$ cat src/rtl/mem_arb_pkg.sv
// mem_arb_pkg: types and constants shared by the memory request arbiter.
//   state_t : arbiter FSM state (IDLE / BUSY / GAP), 2 bits
//   gnt_t   : which requester owns the controller
//   OP_*    : memory opcodes as used by the LSB (mirrors const_def.v)
package mem_arb_pkg;

   typedef enum logic [1:0] {
      S_IDLE = 2'd0,
      S_BUSY = 2'd1,
      S_GAP  = 2'd2
   } state_t;

   typedef enum logic [1:0] {
      GNT_NONE = 2'd0,
      GNT_ST   = 2'd1,
      GNT_LD   = 2'd2,
      GNT_IF   = 2'd3
   } gnt_t;

   localparam logic [6:0] OP_NOP = 7'd0;
   localparam logic [6:0] OP_LB  = 7'd1;
   localparam logic [6:0] OP_LH  = 7'd2;
   localparam logic [6:0] OP_LW  = 7'd3;
   localparam logic [6:0] OP_LBU = 7'd4;
   localparam logic [6:0] OP_LHU = 7'd5;
   localparam logic [6:0] OP_SB  = 7'd6;
   localparam logic [6:0] OP_SH  = 7'd7;
   localparam logic [6:0] OP_SW  = 7'd8;

endpackage

$ cat src/rtl/mem_arb_pick.sv
// mem_arb_pick: combinational priority picker.
//   i_st_valid / i_ld_valid / i_if_valid : pending requests
//   i_flush    : blocks load and fetch for this pick
//   i_force_if : fetch has starved; fetch jumps ahead of store/load
//   o_grant    : chosen requester (GNT_NONE when nothing eligible)
module mem_arb_pick
   import mem_arb_pkg::*;
(
   input  logic i_st_valid,
   input  logic i_ld_valid,
   input  logic i_if_valid,
   input  logic i_flush,
   input  logic i_force_if,
   output gnt_t o_grant
);

   logic w_ld_ok;
   logic w_if_ok;

   // A flush kills speculative traffic only; stores are already committed.
   assign w_ld_ok = i_ld_valid & ~i_flush;
   assign w_if_ok = i_if_valid & ~i_flush;

   always_comb begin
      o_grant = GNT_NONE;
      if (i_force_if && w_if_ok) o_grant = GNT_IF;
      else if (i_st_valid)       o_grant = GNT_ST;
      else if (w_ld_ok)          o_grant = GNT_LD;
      else if (w_if_ok)          o_grant = GNT_IF;
   end

endmodule

$ cat src/rtl/mem_req_arbiter.sv
// mem_req_arbiter: shares the single-port memory controller between store
// (commit), load (LSB) and instruction fetch (i-cache).
//   clk, rst_n (async, active low), rdy (low freezes everything), flush
//   st_*  : store request in, st_done pulse out
//   ld_*  : load request in, ld_done pulse + ld_data out
//   if_*  : fetch request in, if_done pulse + if_data out
//   mc_*  : controller request (level until mc_valid) and completion inputs
// Optional feature: define MEM_ARB_STARVE_GUARD_EN to force a fetch grant
// after STARVE_LIMIT consecutive store/load grants with fetch waiting.
module mem_req_arbiter
   import mem_arb_pkg::*;
#(
   parameter int ADDR_W       = 32,
   parameter int DATA_W       = 32,
   parameter int STARVE_LIMIT = 8
) (
   input  logic              clk,
   input  logic              rst_n,
   input  logic              rdy,
   input  logic              flush,
   input  logic              st_valid,
   input  logic [6:0]        st_op,
   input  logic [ADDR_W-1:0] st_addr,
   input  logic [DATA_W-1:0] st_data,
   output logic              st_done,
   input  logic              ld_valid,
   input  logic [6:0]        ld_op,
   input  logic [ADDR_W-1:0] ld_addr,
   output logic              ld_done,
   output logic [DATA_W-1:0] ld_data,
   input  logic              if_valid,
   input  logic [ADDR_W-1:0] if_addr,
   output logic              if_done,
   output logic [DATA_W-1:0] if_data,
   output logic              mc_enable,
   output logic              mc_fetch,
   output logic              mc_r_or_w,
   output logic [6:0]        mc_op,
   output logic [ADDR_W-1:0] mc_addr,
   output logic [DATA_W-1:0] mc_data,
   input  logic              mc_valid,
   input  logic [DATA_W-1:0] mc_rdata
);

   state_t            r_state;
   state_t            w_state_nxt;
   gnt_t              r_kind;
   logic              r_cancel;
   logic              r_mc_enable;
   logic              r_mc_fetch;
   logic              r_mc_r_or_w;
   logic [6:0]        r_mc_op;
   logic [ADDR_W-1:0] r_mc_addr;
   logic [DATA_W-1:0] r_mc_data;
   logic              r_st_done;
   logic              r_ld_done;
   logic              r_if_done;
   logic [DATA_W-1:0] r_ld_data;
   logic [DATA_W-1:0] r_if_data;

   gnt_t              w_grant;
   gnt_t              w_take;
   logic              w_force_if;
   logic              w_kill;

   mem_arb_pick u_pick (
      .i_st_valid (st_valid),
      .i_ld_valid (ld_valid),
      .i_if_valid (if_valid),
      .i_flush    (flush),
      .i_force_if (w_force_if),
      .o_grant    (w_grant)
   );

   // Grant actually taken this cycle (picker output only matters in IDLE).
   assign w_take = (r_state == S_IDLE) ? w_grant : GNT_NONE;

`ifdef MEM_ARB_STARVE_GUARD_EN
   localparam int SC_W = $clog2(STARVE_LIMIT + 1);
   logic [SC_W-1:0] r_starve_cnt;

   assign w_force_if = (r_starve_cnt == SC_W'(STARVE_LIMIT));

   // Counts store/load wins while fetch waits; saturates at the limit so a
   // flush-blocked forced pick cannot wrap it.
   always_ff @(posedge clk or negedge rst_n) begin
      if (!rst_n) begin
         r_starve_cnt <= '0;
      end else if (rdy) begin
         if (!if_valid || w_take == GNT_IF)
            r_starve_cnt <= '0;
         else if ((w_take == GNT_ST || w_take == GNT_LD) && !w_force_if)
            r_starve_cnt <= r_starve_cnt + 1'b1;
      end
   end
`else
   // Strict priority: fetch is never forced. The limit stays in the
   // parameter list so both builds share one instantiation.
   assign w_force_if = (STARVE_LIMIT < 0);
`endif

   // A load/fetch response is dropped if a flush hit at any point while it
   // was outstanding, including the completion cycle itself.
   assign w_kill = r_cancel | (flush & (r_kind != GNT_ST));

   always_ff @(posedge clk or negedge rst_n) begin
      if (!rst_n)   r_state <= S_IDLE;
      else if (rdy) r_state <= w_state_nxt;
   end

   always_comb begin
      w_state_nxt = r_state;
      case (r_state)
         S_IDLE:  if (w_grant != GNT_NONE) w_state_nxt = S_BUSY;
         S_BUSY:  if (mc_valid) w_state_nxt = S_GAP;
         S_GAP:   w_state_nxt = S_IDLE;
         default: w_state_nxt = S_IDLE;
      endcase
   end

   always_ff @(posedge clk or negedge rst_n) begin
      if (!rst_n) begin
         r_kind      <= GNT_NONE;
         r_cancel    <= 1'b0;
         r_mc_enable <= 1'b0;
         r_mc_fetch  <= 1'b0;
         r_mc_r_or_w <= 1'b0;
         r_mc_op     <= '0;
         r_mc_addr   <= '0;
         r_mc_data   <= '0;
         r_st_done   <= 1'b0;
         r_ld_done   <= 1'b0;
         r_if_done   <= 1'b0;
         r_ld_data   <= '0;
         r_if_data   <= '0;
      end else if (rdy) begin
         r_st_done <= 1'b0;
         r_ld_done <= 1'b0;
         r_if_done <= 1'b0;
         case (r_state)
            S_IDLE: begin
               if (w_grant != GNT_NONE) begin
                  r_kind      <= w_grant;
                  r_cancel    <= 1'b0;
                  r_mc_enable <= 1'b1;
                  r_mc_fetch  <= (w_grant == GNT_IF);
                  r_mc_r_or_w <= (w_grant != GNT_ST);
                  case (w_grant)
                     GNT_ST: begin
                        r_mc_op   <= st_op;
                        r_mc_addr <= st_addr;
                        r_mc_data <= st_data;
                     end
                     GNT_LD: begin
                        r_mc_op   <= ld_op;
                        r_mc_addr <= ld_addr;
                        r_mc_data <= '0;
                     end
                     default: begin
                        r_mc_op   <= OP_NOP;
                        r_mc_addr <= if_addr;
                        r_mc_data <= '0;
                     end
                  endcase
               end
            end
            S_BUSY: begin
               if (flush && r_kind != GNT_ST) r_cancel <= 1'b1;
               if (mc_valid) begin
                  r_mc_enable <= 1'b0;
                  if (!w_kill) begin
                     case (r_kind)
                        GNT_ST: r_st_done <= 1'b1;
                        GNT_LD: begin
                           r_ld_done <= 1'b1;
                           r_ld_data <= mc_rdata;
                        end
                        GNT_IF: begin
                           r_if_done <= 1'b1;
                           r_if_data <= mc_rdata;
                        end
                        default: ;
                     endcase
                  end
               end
            end
            default: ;
         endcase
      end
   end

   assign st_done   = r_st_done;
   assign ld_done   = r_ld_done;
   assign ld_data   = r_ld_data;
   assign if_done   = r_if_done;
   assign if_data   = r_if_data;
   assign mc_enable = r_mc_enable;
   assign mc_fetch  = r_mc_fetch;
   assign mc_r_or_w = r_mc_r_or_w;
   assign mc_op     = r_mc_op;
   assign mc_addr   = r_mc_addr;
   assign mc_data   = r_mc_data;

endmodule
$ cat config.mk
export PLATFORM = sky130hd
export DESIGN_NAME = mem_req_arbiter
export DESIGN_NICKNAME = d
export VERILOG_FILES = /design/src/rtl/mem_arb_pkg.sv /design/src/rtl/mem_arb_pick.sv /design/src/rtl/mem_req_arbiter.sv
export SDC_FILE = /design/constraint.sdc
export NUM_CORES = 1
export LEC_CHECK = 0
export BUFFER_PORTS_ARGS = -buffer_cell sky130_fd_sc_hd__buf_2
export CORE_AREA = 2 2 186 115
export CTS_BUF_LIST = sky130_fd_sc_hd__clkbuf_8
export DETAILED_ROUTE_END_ITERATION = 7
export DIE_AREA = 0 0 188 117
export SYNTH_ARGS = -nofsm -noshare
export SYNTH_HDL_FRONTEND = slang
export SYNTH_SLANG_ARGS = --single-unit
$ cat constraint.sdc
create_clock -name clk -period 2.39 [get_ports clk]
set_clock_uncertainty 0.1 [all_clocks]
set_input_delay 0.239 -clock clk [delete_from_list [all_inputs] [get_ports clk]]
set_output_delay 0.239 -clock clk [all_outputs]
set_load 0.03 [all_outputs]
After elaboration in Yosys (flattened, before gate mapping). Index checks and enable logic that the tools add are counted.

Reduce and logical (&&, ||, !) cells: 10. Mux-type cells: 27. Bitwise operators: 6. Eq/ne operators: 12.

Operators by type and width (number): 32-bit one-hot mux with 2 select lines (1); 32-bit 2-to-1 mux (1); 1-bit 2-to-1 mux (16); 7-bit one-hot mux with 2 select lines (1); 2-bit 2-to-1 mux (5); 5-bit AND reduction (2); 2-bit == test, second input constant (4); 4-bit AND reduction (2); 2-bit by 1-bit == test with 1-bit output, second input constant (3); 2-bit by 1-bit != test with 1-bit output, second input constant (3); 3-bit AND reduction (2); 2-bit != test, second input constant (2); 1-bit one-hot mux with 2 select lines (2); 2-bit one-hot mux with 2 select lines (1); 2-bit nonzero test (2); 1-bit bitwise AND (3); 2-bit logical NOT (1); 1-bit NOT (2); 1-bit logical AND (1); 1-bit bitwise OR (1).

Output and inout port bits: 141. Register bits: 146. Bits of input ports: 182.

Logic depth before layout (Yosys ltp).
Depth after elaboration: 8. Mapped depth: 11. Mapped depth without buffers: 7.

Modules after synthesis. From an unflattened synthesis, not the netlist that was laid out.

Cells, all modules: 547. Area total of the unflattened synthesis: 6359.8 sq um.

Modules (own cells, without submodules): mem_req_arbiter (cells an instance 541, area an instance 6318.6 sq um, instances 1, sequential area each 3653.5 sq um); mem_arb_pick (cells an instance 6, area an instance 41.3 sq um, instances 1, sequential area each 0.0 sq um).

Least setup slack after synthesis. Ideal clock, no wire load.

Path type: input to register. Start point: input st_valid. End point: register r_mc_op[0], in the netlist mc_op[0]. Data required time: 2.169 ns. Stages: 9. Path buffers: 5. Arrival: 2.491 ns. Slack: -0.322 ns. Cells stage by stage: clkbuf_1 > clkbuf_1 > a21oi_1 > ha_1 > or4b_2 > clkbuf_1 > clkbuf_1 > buf_2 > a22o_1.

Longest elaborated chain between the ends: 3.

RTL lines: start, declared (line mem_req_arbiter.sv:21) `input logic st_valid,`; 2-bit 2-to-1 mux * (line mem_arb_pick.sv:27) `else if (i_st_valid) o_grant = GNT_ST;`; 2-bit == test, or another cell as far along (line mem_req_arbiter.sv:148) `case (w_grant)`; 7-bit one-hot mux with 2 select lines or 3-bit AND reduction (tied branches); end signal, assigned (line mem_req_arbiter.sv:150) `r_mc_op <= st_op;`; end signal, assigned (line mem_req_arbiter.sv:155) `r_mc_op <= ld_op;`; end, declared (line mem_req_arbiter.sv:52) `logic [6:0] r_mc_op;`.

Mark *: on every way between the ends. The rest lies on a longest branch, timed or not. A chain may end at the register's enable or synchronous reset.

Worst setup path in the final report.
Start point: register r_state[1]. End point: register r_if_data[2], in the netlist if_data[2].

Longest elaborated chain between the ends: 2.

RTL lines: start, declared (line mem_req_arbiter.sv:45) `state_t r_state;`; start signal, assigned (line mem_req_arbiter.sv:108) `else if (rdy) r_state <= w_state_nxt;`; 2-bit by 1-bit == test with 1-bit output (line mem_req_arbiter.sv:140) `case (r_state)`; 5-bit AND reduction (no source line); end signal, assigned (line mem_req_arbiter.sv:180) `r_if_data <= mc_rdata;`; end, declared (line mem_req_arbiter.sv:59) `logic [DATA_W-1:0] r_if_data;`.

No other way between the ends.

==> run metrics <==
clock sink count=146; hold path start=rdy; Sw Share=approximately 44%; outcome=complete, no violations; unrepaired setup endpoints after global routing=false; Port Buffers=between 300 and 400; PwrDens=1040 nW/um^2; Max Cap Viol=0; Sequential Power Share=roughly two fifths; Root Driver=clkbuf_8; clk_lat worst skew=roughly 0.44 ns; Core Region=20500 um^2; Max clock buf depth=2; Combinational Power Share=43.9%; layout cell share with drive strength beyond 1=between 40% and 50%; ant diodes=0; most common cell after layout, fill and taps aside=buf_2; most frequent cells in the layout=321 x buf_2, 146 x dfrtp_1, 71 x nand2_1; Final Instance Area=around 9500 um^2; Critical Path AT=between 2 and 3 ns; number of global-route vias before repair=5218; CP required=roughly 2.6 ns; Max VDD drop=roughly 0.58 mV; H-tree level count=4; GR Overflow Total=0; syn avg cell area=between 10 and 15 um^2; worst-margin pin slew=0.540 ns; Fin Setup TNS=0 ns; Yosys cell types=28; Die Width=between 150 and 200 um; Clock power frac=17.3%; Fin Hold WS=~0.048 ns; 1st-iter DRT viols=~250; Area after DPL=8460 um^2; initial antenna violation count=0; fill count=1971; # setup viols final=0; DIE AREA=about 22000 um^2; final net count=approximately 1.1k; drt wl/cell=between 10 and 15 um; final hold vios=0; TritonCTS clock tree=done; total wire length=around 18 mm; #FFs+latches synth=146; Critical Path Sink Type=flop; GPL Wtd Cong=approximately 0.80; DRC viols=0; Vias=~5.5k; P_sw=~0.0043 W; Leakage Power=5.21 nW; DRT antenna net count=0; Initial Util=31.1%; Layout area overhead=48.5%; Mapped Area=between 6000 and 7000 um^2; Die Y=around 120 um; syn_nets=between 700 and 800; reg2reg start=r_state[1]; GRT Util Overall=around 16%; final worst path period need=about 2.3 ns; crit share post-route=95.2%; fmax=440 MHz; Reg clk slew, reported paths=~0.080 ns; pin count of the biggest net entering global routing=84; Synth Instances=~550; DR pass1 iterations=4; worst min path class=input pin to flop; Final Max Tran Viols=0; Seq/Total Area, Yosys=57.3%; Ports=between 300 and 400; CTS Buf Count=17; Slew HR=between 60% and 70%; Int Power=approximately 0.0056 W; number of setup buffers added after CTS=0; via density per instance=4.54; first-pass GRT wire length=between 20 and 30 mm; post-synth top area share=57.3%; Worst Setup SP=r_state[1]; Crit Path Category=flop to flop; Yosys top cell by area=dfrtp_1; largest cells by area after synthesis=dfrtp_1 57%, mux2_4 6.8%, mux2_2 6.4%, a22oi_1 4.6%, nand2_1 4.2%; DP HPWL=around 13 mm; CP max FO=33; # rows=41; Setup crit start kind=flop; synth warn=0
[cell families after synthesis]
| logic type | after synthesis | synth area share, % |
|---|---|---|
| AOI/OAI and AO/OA | 156 | 16.9 |
| adders and majority gates | 4 | 0.785 |
| buffers and inverters | 52 | 4.06 |
| DFF | 146 | 57.3 |
| muxes | 65 | 13.2 |
| and+or+nand+nor | 122 | 7.77 |
[layout make-up]
cell class	instances	area (um^2)	area share, %
Sequential cell	146	3650	38.6
Multi-Input combinational cell	347	2590	27.3
Timing Repair Buffer	403	2510	26.5
Tap cell	279	349	3.69
Clock buffer	18	248	2.62
Clock inverter	14	92.6	0.978
Inverter	8	30.0	0.317
[per-layer routing]
metal  up-vias  GRT usage [%]  share of wire [%]
met5         -              0                  0
met4         0           4.83                1.0
met3        11           4.59                5.5
met2       186           25.3                 46
met1      2638           22.1                 47
li1       2678              -                  -
[synth_stat cells]
master	count
clkbuf_1	33
a211oi_1	32
nand2b_1	2
mux2_4	29
a31oi_1	1
inv_1	8
a22o_1	7
ha_1	4
dfrtp_1	146
buf_2	6
a21oi_1	3
o32ai_1	1
mux2_2	36
buf_6	1
a21o_1	34
or4_1	1
buf_1	1
nor4_2	1
or3b_2	1
a22oi_1	39
nand2_1	71
nor2_1	42
buf_12	3
nand3_1	1
nor2b_1	1
or4b_2	1
o21ai_0	39
or3b_1	1
[power groups by stage]
stage,Sequential [W],Clock (W),Combinational [W]
after floorplan,0.00556,0,0.00115
after global placement,0.00386,0,0.00425
after detailed placement,0.00387,0,0.00429
after CTS,0.00385,0.00180,0.00437
after global routing,0.00397,0.00189,0.00462
final,0.00385,0.00171,0.00434
[final timing paths]
kind                          endpoint  slack, ns  cells after the start
setup / recovery            if_data[2]       0.12                      4
hold / removal                 if_done       0.05                      3
setup reg to reg            if_data[2]       0.12                      4
hold reg to reg            mc_addr[31]       0.37                      1
max in group asynchronous  if_data[12]       1.31                      3
min in group asynchronous  mc_addr[28]       0.18                      2
[critical path, cell delays in order, from the launching register on]
cell,delay (ns)
dfrtp_1,0.43
or3b_1,0.46
or4_2,0.60
buf_12,0.22
mux2_4,0.32
[through the flow]
| stage | total power (W) | std cells | utilization, % | setup WS, ns |
|---|---|---|---|---|
| detailed placement | 0.00817 | 1116 | 41.3 | 0.136 |
| floorplan | 0.00671 | 545 | - | 0.00252 |
| CTS | 0.0100 | 1215 | 46.3 | 0.119 |
| global placement | 0.00811 | 1116 | 41.3 | 0.156 |
| finish | 0.00989 | 1215 | 46.3 | 0.115 |
| global route | 0.0105 | 1215 | 46.3 | 0.0501 |
[flip-flops by register name (all words and copies together), names as in the netlist]
name / cells
if_data: 32
ld_data: 32
mc_addr: 32
mc_data: 32
mc_op: 7
r_kind: 2
r_state: 2
if_done: 1
ld_done: 1
mc_enable: 1
mc_fetch: 1
mc_r_or_w: 1
r_cancel: 1
st_done: 1
[what timing repair did]
action                                  4_1_cts  5_1_grt
hold buffers                                 67        0
endpoints found under the hold margin       184        0
endpoints found under the setup margin        0        0
resized for setup                             0        0
(Power assumes the default switching activity.)
